**src/rtl/rv32i_lsu.sv**
```systemverilog
// rv32i_lsu: load/store unit in front of the rv32i data RAM.
// Takes one load/store at a time, checks it, drives the RAM for one cycle,
// formats the byte-reversed RAM word into little-endian load data and holds
// a single response until the consumer accepts it.

`ifndef MEM_READ
`define MEM_READ       2'b00
`endif
`ifndef MEM_WRITE_WORD
`define MEM_WRITE_WORD 2'b01
`endif
`ifndef MEM_WRITE_HALF
`define MEM_WRITE_HALF 2'b10
`endif
`ifndef MEM_WRITE_BYTE
`define MEM_WRITE_BYTE 2'b11
`endif

module rv32i_lsu #(
  parameter int ADDR_WIDTH = 5
) (
  input  logic                  clk,
  input  logic                  rst_n,
  input  logic                  req_valid,
  output logic                  req_ready,
  input  logic                  req_store,
  input  logic [2:0]            req_funct3,
  input  logic [31:0]           req_base,
  input  logic [11:0]           req_offset,
  input  logic [31:0]           req_wdata,
  output logic                  resp_valid,
  input  logic                  resp_ready,
  output logic [31:0]           resp_rdata,
  output logic                  resp_illegal,
  output logic                  resp_misaligned,
  output logic                  resp_range,
  output logic [1:0]            mem_mode,
  output logic [ADDR_WIDTH-1:0] mem_address,
  output logic [31:0]           mem_write_value,
  input  logic [31:0]           mem_value
);

  typedef enum logic [1:0] {IDLE, ISSUE, CAPTURE, RESP} state_t;

  state_t      state;
  state_t      state_next;
  logic        op_store;
  logic [2:0]  op_funct3;
  logic [31:0] ea;
  logic        is_illegal;
  logic        is_misaligned;
  logic        is_range;
  logic        is_fault;
  logic [1:0]  write_code;
  logic [31:0] load_data;

  assign ea        = req_base + {{20{req_offset[11]}}, req_offset};
  assign req_ready = (state == IDLE);

  // Fault classification of the incoming request and its RAM write code
  always_comb begin
    is_illegal    = (req_funct3 == 3'b011) || (req_funct3 == 3'b110) ||
                    (req_funct3 == 3'b111) || (req_store && req_funct3[2]);
    is_misaligned = ((req_funct3[1:0] == 2'b01) && ea[0]) ||
                    ((req_funct3[1:0] == 2'b10) && (ea[1:0] != 2'b00));
    is_range      = (ea[31:ADDR_WIDTH] != '0);
    is_fault      = is_illegal || is_misaligned || is_range;
    case (req_funct3[1:0])
      2'b00:   write_code = `MEM_WRITE_BYTE;
      2'b01:   write_code = `MEM_WRITE_HALF;
      default: write_code = `MEM_WRITE_WORD;
    endcase
  end

  // Undo the RAM's byte reversal and apply sign or zero extension
  always_comb begin
    load_data = {mem_value[7:0], mem_value[15:8], mem_value[23:16], mem_value[31:24]};
    case (op_funct3)
      3'b000:  load_data = {{24{mem_value[31]}}, mem_value[31:24]};
      3'b100:  load_data = {24'h0, mem_value[31:24]};
      3'b001:  load_data = {{16{mem_value[23]}}, mem_value[23:16], mem_value[31:24]};
      3'b101:  load_data = {16'h0, mem_value[23:16], mem_value[31:24]};
      default: ;
    endcase
  end

  // State register
  always_ff @(posedge clk or negedge rst_n) begin
    if (!rst_n) state <= IDLE;
    else        state <= state_next;
  end

  // Next-state logic: faults skip the RAM entirely
  always_comb begin
    state_next = state;
    case (state)
      IDLE:    if (req_valid) state_next = is_fault ? RESP : ISSUE;
      ISSUE:   state_next = CAPTURE;
      CAPTURE: state_next = RESP;
      RESP:    if (resp_ready) state_next = IDLE;
      default: state_next = IDLE;
    endcase
  end

  // Request latching, single-cycle RAM drive and response registers
  always_ff @(posedge clk or negedge rst_n) begin
    if (!rst_n) begin
      op_store        <= 1'b0;
      op_funct3       <= 3'b000;
      mem_mode        <= `MEM_READ;
      mem_address     <= '0;
      mem_write_value <= 32'h0;
      resp_valid      <= 1'b0;
      resp_rdata      <= 32'h0;
      resp_illegal    <= 1'b0;
      resp_misaligned <= 1'b0;
      resp_range      <= 1'b0;
    end else begin
      case (state)
        IDLE: begin
          if (req_valid) begin
            op_store        <= req_store;
            op_funct3       <= req_funct3;
            resp_rdata      <= 32'h0;
            resp_illegal    <= is_illegal;
            resp_misaligned <= !is_illegal && is_misaligned;
            resp_range      <= !is_illegal && !is_misaligned && is_range;
            if (is_fault) begin
              resp_valid <= 1'b1;
            end else begin
              mem_address <= ea[ADDR_WIDTH-1:0];
              if (req_store) begin
                mem_mode        <= write_code;
                mem_write_value <= req_wdata;
              end else begin
                mem_mode <= `MEM_READ;
              end
            end
          end
        end
        ISSUE: begin
          mem_mode <= `MEM_READ;
        end
        CAPTURE: begin
          resp_rdata <= op_store ? 32'h0 : load_data;
          resp_valid <= 1'b1;
        end
        RESP: begin
          if (resp_ready) resp_valid <= 1'b0;
        end
        default: ;
      endcase
    end
  end

endmodule

```
**config.mk**
```make
export PLATFORM = sky130hd
export DESIGN_NAME = rv32i_lsu
export DESIGN_NICKNAME = d
export VERILOG_FILES = /design/src/rtl/rv32i_lsu.sv
export SDC_FILE = /design/constraint.sdc
export NUM_CORES = 1
export LEC_CHECK = 0
export BUFFER_PORTS_ARGS = -buffer_cell sky130_fd_sc_hd__buf_2
export CELL_PAD_IN_SITES_DETAIL_PLACEMENT = 1
export CELL_PAD_IN_SITES_GLOBAL_PLACEMENT = 1
export CORE_ASPECT_RATIO = 1.5
export CORE_MARGIN = 1.5
export CORE_UTILIZATION = 30
export CTS_BUF_LIST = sky130_fd_sc_hd__clkbuf_8
export DETAILED_ROUTE_END_ITERATION = 12
export MAX_ROUTING_LAYER = met4
export PLACE_DENSITY_LB_ADDON = 0.15
export SETUP_SLACK_MARGIN = 0.3
export SYNTH_ARGS = -nofsm -noshare
export SYNTH_HDL_FRONTEND = slang
export SYNTH_SLANG_ARGS = --single-unit
```
**constraint.sdc**
```tcl
create_clock -name clk -period 3 [get_ports clk]
set_input_delay 0.45 -clock clk [delete_from_list [all_inputs] [get_ports clk]]
set_output_delay 0.45 -clock clk [all_outputs]
set_load 0.02 [all_outputs]
```
# After elaboration in Yosys (flattened, before gate mapping)
# Cells that the tools add are included.
# classes
addsub	1
n_mul	0
n_div	0
n_lt_le_gt_ge	0
n_eq_ne	15
n_shift	0
n_mux	17
bitwise	1
reduce_logical	29
# ops
cell	count
$pmux W32 S4	1
$mux W32	2
$pmux W32 S2	1
$add A32 B32 Y32	1
$reduce_bool A27 Y1	1
$eq A3 B3 Y1 const B	4
$mux W2	6
$pmux W2 S2	2
$pmux W2 S4	1
$reduce_and A4 Y1	2
$eq A2 B2 Y1 const B	3
$logic_and A1 B1 Y1	6
$logic_or A1 B1 Y1	6
$ne A2 B2 Y1 const B	3
$reduce_and A2 Y1	3
$reduce_and A3 Y1	2
$reduce_bool A2 Y1	3
$eq A2 B1 Y1 const B	2
$logic_not A2 Y1	2
$eq A3 B1 Y1 const B	1
$eq A3 B2 Y1 const B	1
$logic_not A3 Y1	1
$mux W1	3
$pmux W1 S3	1
other kinds (4)	5
# totals
regBits	81
latch_bits	0
mem_bits_rw	0
romBits	0
input_bits	116
output_inout_bits	76
wordCells	74
memories	0

# Logic depth before layout (Yosys ltp)
# logic_depth
depth_word	9
ltp_mapped	14
depth_no_buf	12

# Least setup slack after synthesis
# Ideal clock, no wire load.
# synth_timing
kind	input to register
start	input req_base[0]
end	register mem_write_value[10]
setup_ns	0.125
t_arrival_ns	3.787
required_ns	2.875
setup_slack_ns	-0.912
path_stages	13
path_buffers	2
cell_sequence	ha_1 fa_1 a211oi_2 o21ai_1 a221oi_2 a2111oi_0 or4_1 nor4_2 nor4bb_1 buf_4 nand2_4 buf_6 mux2_4
# synth_via
elab_chain_cells	8
# synth_lines
element	line_no	rtl
from (decl)	28	input logic [31:0] req_base,
$add A32 B32 Y32 *	57	assign ea = req_base + {{20{req_offset[11]}}, req_offset};
$reduce_bool A2 Y1	65	((req_funct3[1:0] == 2'b10) && (ea[1:0] != 2'b00));
$logic_and A1 B1 Y1	65	
$logic_or A1 B1 Y1	64	is_misaligned = ((req_funct3[1:0] == 2'b01) && ea[0]) ||
$logic_or A1 B1 Y1	67	is_fault = is_illegal || is_misaligned || is_range;
$logic_or A1 B1 Y1 *	67	
$not A1 Y1 (no source line) *	-	
$reduce_and A4 Y1 (no source line) *	-	
to (signal assigned)	134	mem_write_value <= req_wdata;
to (decl)	39	output logic [31:0] mem_write_value,
# Mark *: on every way between the ends. The rest lies on a longest branch, timed or not.
# A chain may end at the register's enable or synchronous reset.

# Final worst setup path
# layout_timing
start	input req_base[0]
end	register mem_address[2]
# layout_via
elab_chain_cells	8
# layout_lines
element	line_no	rtl
$add A32 B32 Y32 *	57	
$reduce_bool A2 Y1	65	
$logic_and A1 B1 Y1	65	
$logic_or A1 B1 Y1	64	
$logic_or A1 B1 Y1 (2 in series)	67	
$not A1 Y1 (no source line)	-	
$reduce_and A3 Y1 (no source line)	-	
to (signal assigned)	131	mem_address <= ea[ADDR_WIDTH-1:0];
to (decl)	38	output logic [ADDR_WIDTH-1:0] mem_address,
# Marked as above.

==> reports/metrics.csv <==
stage;metric;value;unit
setup_path;slowest_stage;or4_1;
die;num_rows;61;
global_route;overflow;0;
setup_path;crit_fanout;7;
yosys;synthAdderAreaFrac;8.26;%
cts;clkTransAtPathRegs;80;ps
die;core;0.0185;mm2
yosys;synth_edf_count;0;
yosys;netlist-cell-type-count;72;
setup_path;critPathMaxStageDelay;560;ps
cts;insertion_delay;360;ps
route;via_per_inst;5.05;
sta;rsz0062_at_grt;yes;
yosys;synth_ff_type;dfrtp_1;
global_route;grt_pass1_wl;32.1;mm
route;wl;20.7;mm
outcome;violations;negative setup slack;
yosys;synth_compound_area_share;23.5;%
setup_path;cp_cell_sequence;buf_6 > ha_4 > fa_2 > a211oi_4 > o211ai_1 > a21oi_2 > xnor2_1 > or4_1 > nor4_2 > nor4bb_2 > buf_4 > buf_8 > mux2_2;
finish;syn2layout_area_growth;47.6;%
route;first_iter_violations;224;
placement;placed_area;0.00791;mm2
die;die_x;116;um
sta;period_share;117;%
sta;min_period;3500;ps
yosys;syn-num-nets;746;
yosys;yosys_warnings;0;
die;dieHeight;172;um
cts;htree_levels;3;
placement;dp_hpwl;16.9;mm
setup_path;path_buf_inv;3;
finish;regArea;0.00203;mm2
yosys;syn_area_per_cell;9.61;um2
sta;slew_headroom;30.8;%
cts;cts_sinks;81;
finish;num-nets-final;1063;
route;wl_per_cell;17.7;um
global_route;grt_max_degree;82;
route;postRouteAntennaNets;0;
finish;multi_input_area;0.00370;mm2
power_and_ir_drop;ir_drop;0.283;mV
die;dieArea;0.0198;mm2
setup_path;crit_type;input port to register;
yosys;synth_xor_area_share;1.69;%
die;io_pins;192;
yosys;yosysSeqAreaShare;35.6;%
yosys;muxShareOfSynthArea;11.0;%
power_and_ir_drop;fin_total_pwr;4.43;mW
yosys;synth_top_family_by_area;compound AO/OA/AOI/OAI gates;
yosys;synthSimpleGateAreaFrac;15.8;%
setup_path;cp.depth;13;
placement;gp_congestion;0.894;
power_and_ir_drop;leakage;4.23;nW
finish;fin_area;0.00841;mm2
setup_path;cp.arrival;3740;ps
global_route;antenna_found_initial;2;
sta;slew_viol_final;0;
sta;worst_pin_slew;1040;ps
cts;ctsHoldBuffers;0;
yosys;syn_inst;593;
route;drtPass1Iterations;4;
sta;finClkSkew;13.0;ps
setup_path;critPathLaunchType;input port;
sta;setup_ws;-503;ps
yosys;syn_area;0.00570;mm2
sta;setup_viol;41;
setup_path;crit_family;simple AND/OR/NAND/NOR gates;
cts;cts_root_buf;clkbuf_8;
global_route;grt_usage;21.3;%
cts;cts_max_path_buffers;2;
cts;cts_tree;built;
die;start_util;30.7;%
finish;drive_above_1_share;49.0;%
min_path;min_path_type;input port to async pin;
outcome;status;finished with violations;
setup_path;r2r.worst_path.cells;8;
flow_run;cap_violations;0;
sta;hold_violations;0;
setup_path;end_kind;register;
power_and_ir_drop;p_per_area;526;mW/mm2
global_route;grt_pass1_vias;6390;
placement;port_buffers;191;
yosys;synth-seq-cells;81;
setup_path;crit_required;3240;ps
yosys;async_flop_share;100;%
sta;fmax;0.286;GHz
cts;numCtsBuffers;9;
finish;fill_cells;2205;
route;num_vias;5899;
route;drc;0;
-- state kept, by name, indices dropped and copies added, names as in the netlist --
register	cells
mem_address	5
mem_mode	2
mem_write_value	32
op_funct3	3
op_store	1
resp_illegal	1
resp_misaligned	1
resp_range	1
resp_rdata	32
resp_valid	1
state	2
-- path summary, 6_finish.rpt --
path / start / endpoint / slack, ps
setup / recovery: req_base[0] / mem_address[2]$_DFFE_PN0P_ / -500
setup reg to reg: state[1]$_DFFE_PN0P_ / mem_address[2]$_DFFE_PN0P_ / 580
max in group asynchronous: rst_n / resp_rdata[26]$_DFFE_PN0P_ / 2060
hold reg to reg: resp_illegal$_DFFE_PN0P_ / resp_illegal$_DFFE_PN0P_ / 480
min in group clk: req_wdata[2] / mem_write_value[2]$_DFFE_PN0P_ / 310
hold / removal: rst_n / resp_rdata[2]$_DFFE_PN0P_ / 250
-- layout make-up --
type / instances / area share [%]
antenna: 2 / 0.0595
clock inverter: 6 / 0.580
timing repair buffer: 339 / 25.3
tap: 252 / 3.75
clock buffer: 10 / 1.64
multi-input combinational: 466 / 44.0
sequential: 81 / 24.1
inverter: 13 / 0.580
-- report_power, final --
group	internal [mW]	switching [mW]
Clock	0.332	0.424
Sequential	1.32	0.187
Combinational	0.949	1.22
Total	2.60	1.83
-- timing repair --
| action | 4_1_cts | 5_1_grt |
|---|---|---|
| resized for setup | 37 | 3 |
| gates cloned | 2 | 0 |
| setup endpoints to repair | 42 | 42 |
| buffers inserted | 5 | 2 |
| pin swaps | 14 | 1 |
-- layout by cell type, fill, tap and decap left out, drive strengths merged, types with 4 or more instances in the layout --
master	netlist	final
o21ai	53	53
a211oi	9	9
a21oi	42	42
xnor2	9	9
nand2b	7	7
inv	13	16
nand2	65	67
nand3	10	10
o221ai	4	4
mux2i	4	4
dfrtp	81	81
nor3	11	11
o31ai	4	4
o211ai	11	11
a211o	5	5
a22o	18	18
a21o	6	6
nor2b	22	22
o2111ai	4	4
and3	4	4
nand4	12	12
buf	19	339
mux2	43	43
o21a	11	11
clkbuf	16	10
nor2	27	27
ha	36	36
-- layer usage --
layer | vias to the layer above | wire (um) | track usage [%]
li1 | 2838 | - | -
met4 | 0 | 575 | 7.78
met2 | 129 | 12000 | 42.0
met3 | 33 | 775 | 2.29
met5 | - | 0 | -
met1 | 2899 | 7410 | 20.9
-- cells by family after synthesis --
family / after synthesis
AOI/OAI and AO/OA: 192
xor gates and xnor gates: 11
adders and majority gates: 37
buffers and inverters: 48
DFF: 81
muxes: 47
and+or+nand+nor: 177
-- through the flow --
step                      util, %  setup WS, ps  instances  TNS [ps]  hold WS (ps)
after global routing         45.3          -689       1169    -27150           296
after floorplan                 -          -552        593    -19870           154
after CTS                    45.2          -503       1165    -19520           291
after detailed placement     42.7         -1120       1142    -44600           473
after global placement       42.7         -1070       1142    -42950           458
final                        45.3          -503       1169    -19560           247
-- cells in the mapped netlist (12+ instances only) --
| cell | number | area (um2) |
|---|---|---|
| clkbuf_1 | 16 | 60.1 |
| a21oi_1 | 36 | 180 |
| mux2_2 | 14 | 158 |
| buf_2 | 12 | 60.1 |
| nor2_1 | 27 | 101 |
| nand4_1 | 12 | 75.1 |
| inv_1 | 13 | 48.8 |
| mux2_4 | 28 | 420 |
| nor2b_1 | 22 | 138 |
| ha_1 | 36 | 450 |
| o21ai_0 | 47 | 235 |
| dfrtp_1 | 81 | 2030 |
| a22o_1 | 18 | 158 |
| nand2_1 | 64 | 240 |
Power figures use the tool's default switching activity.
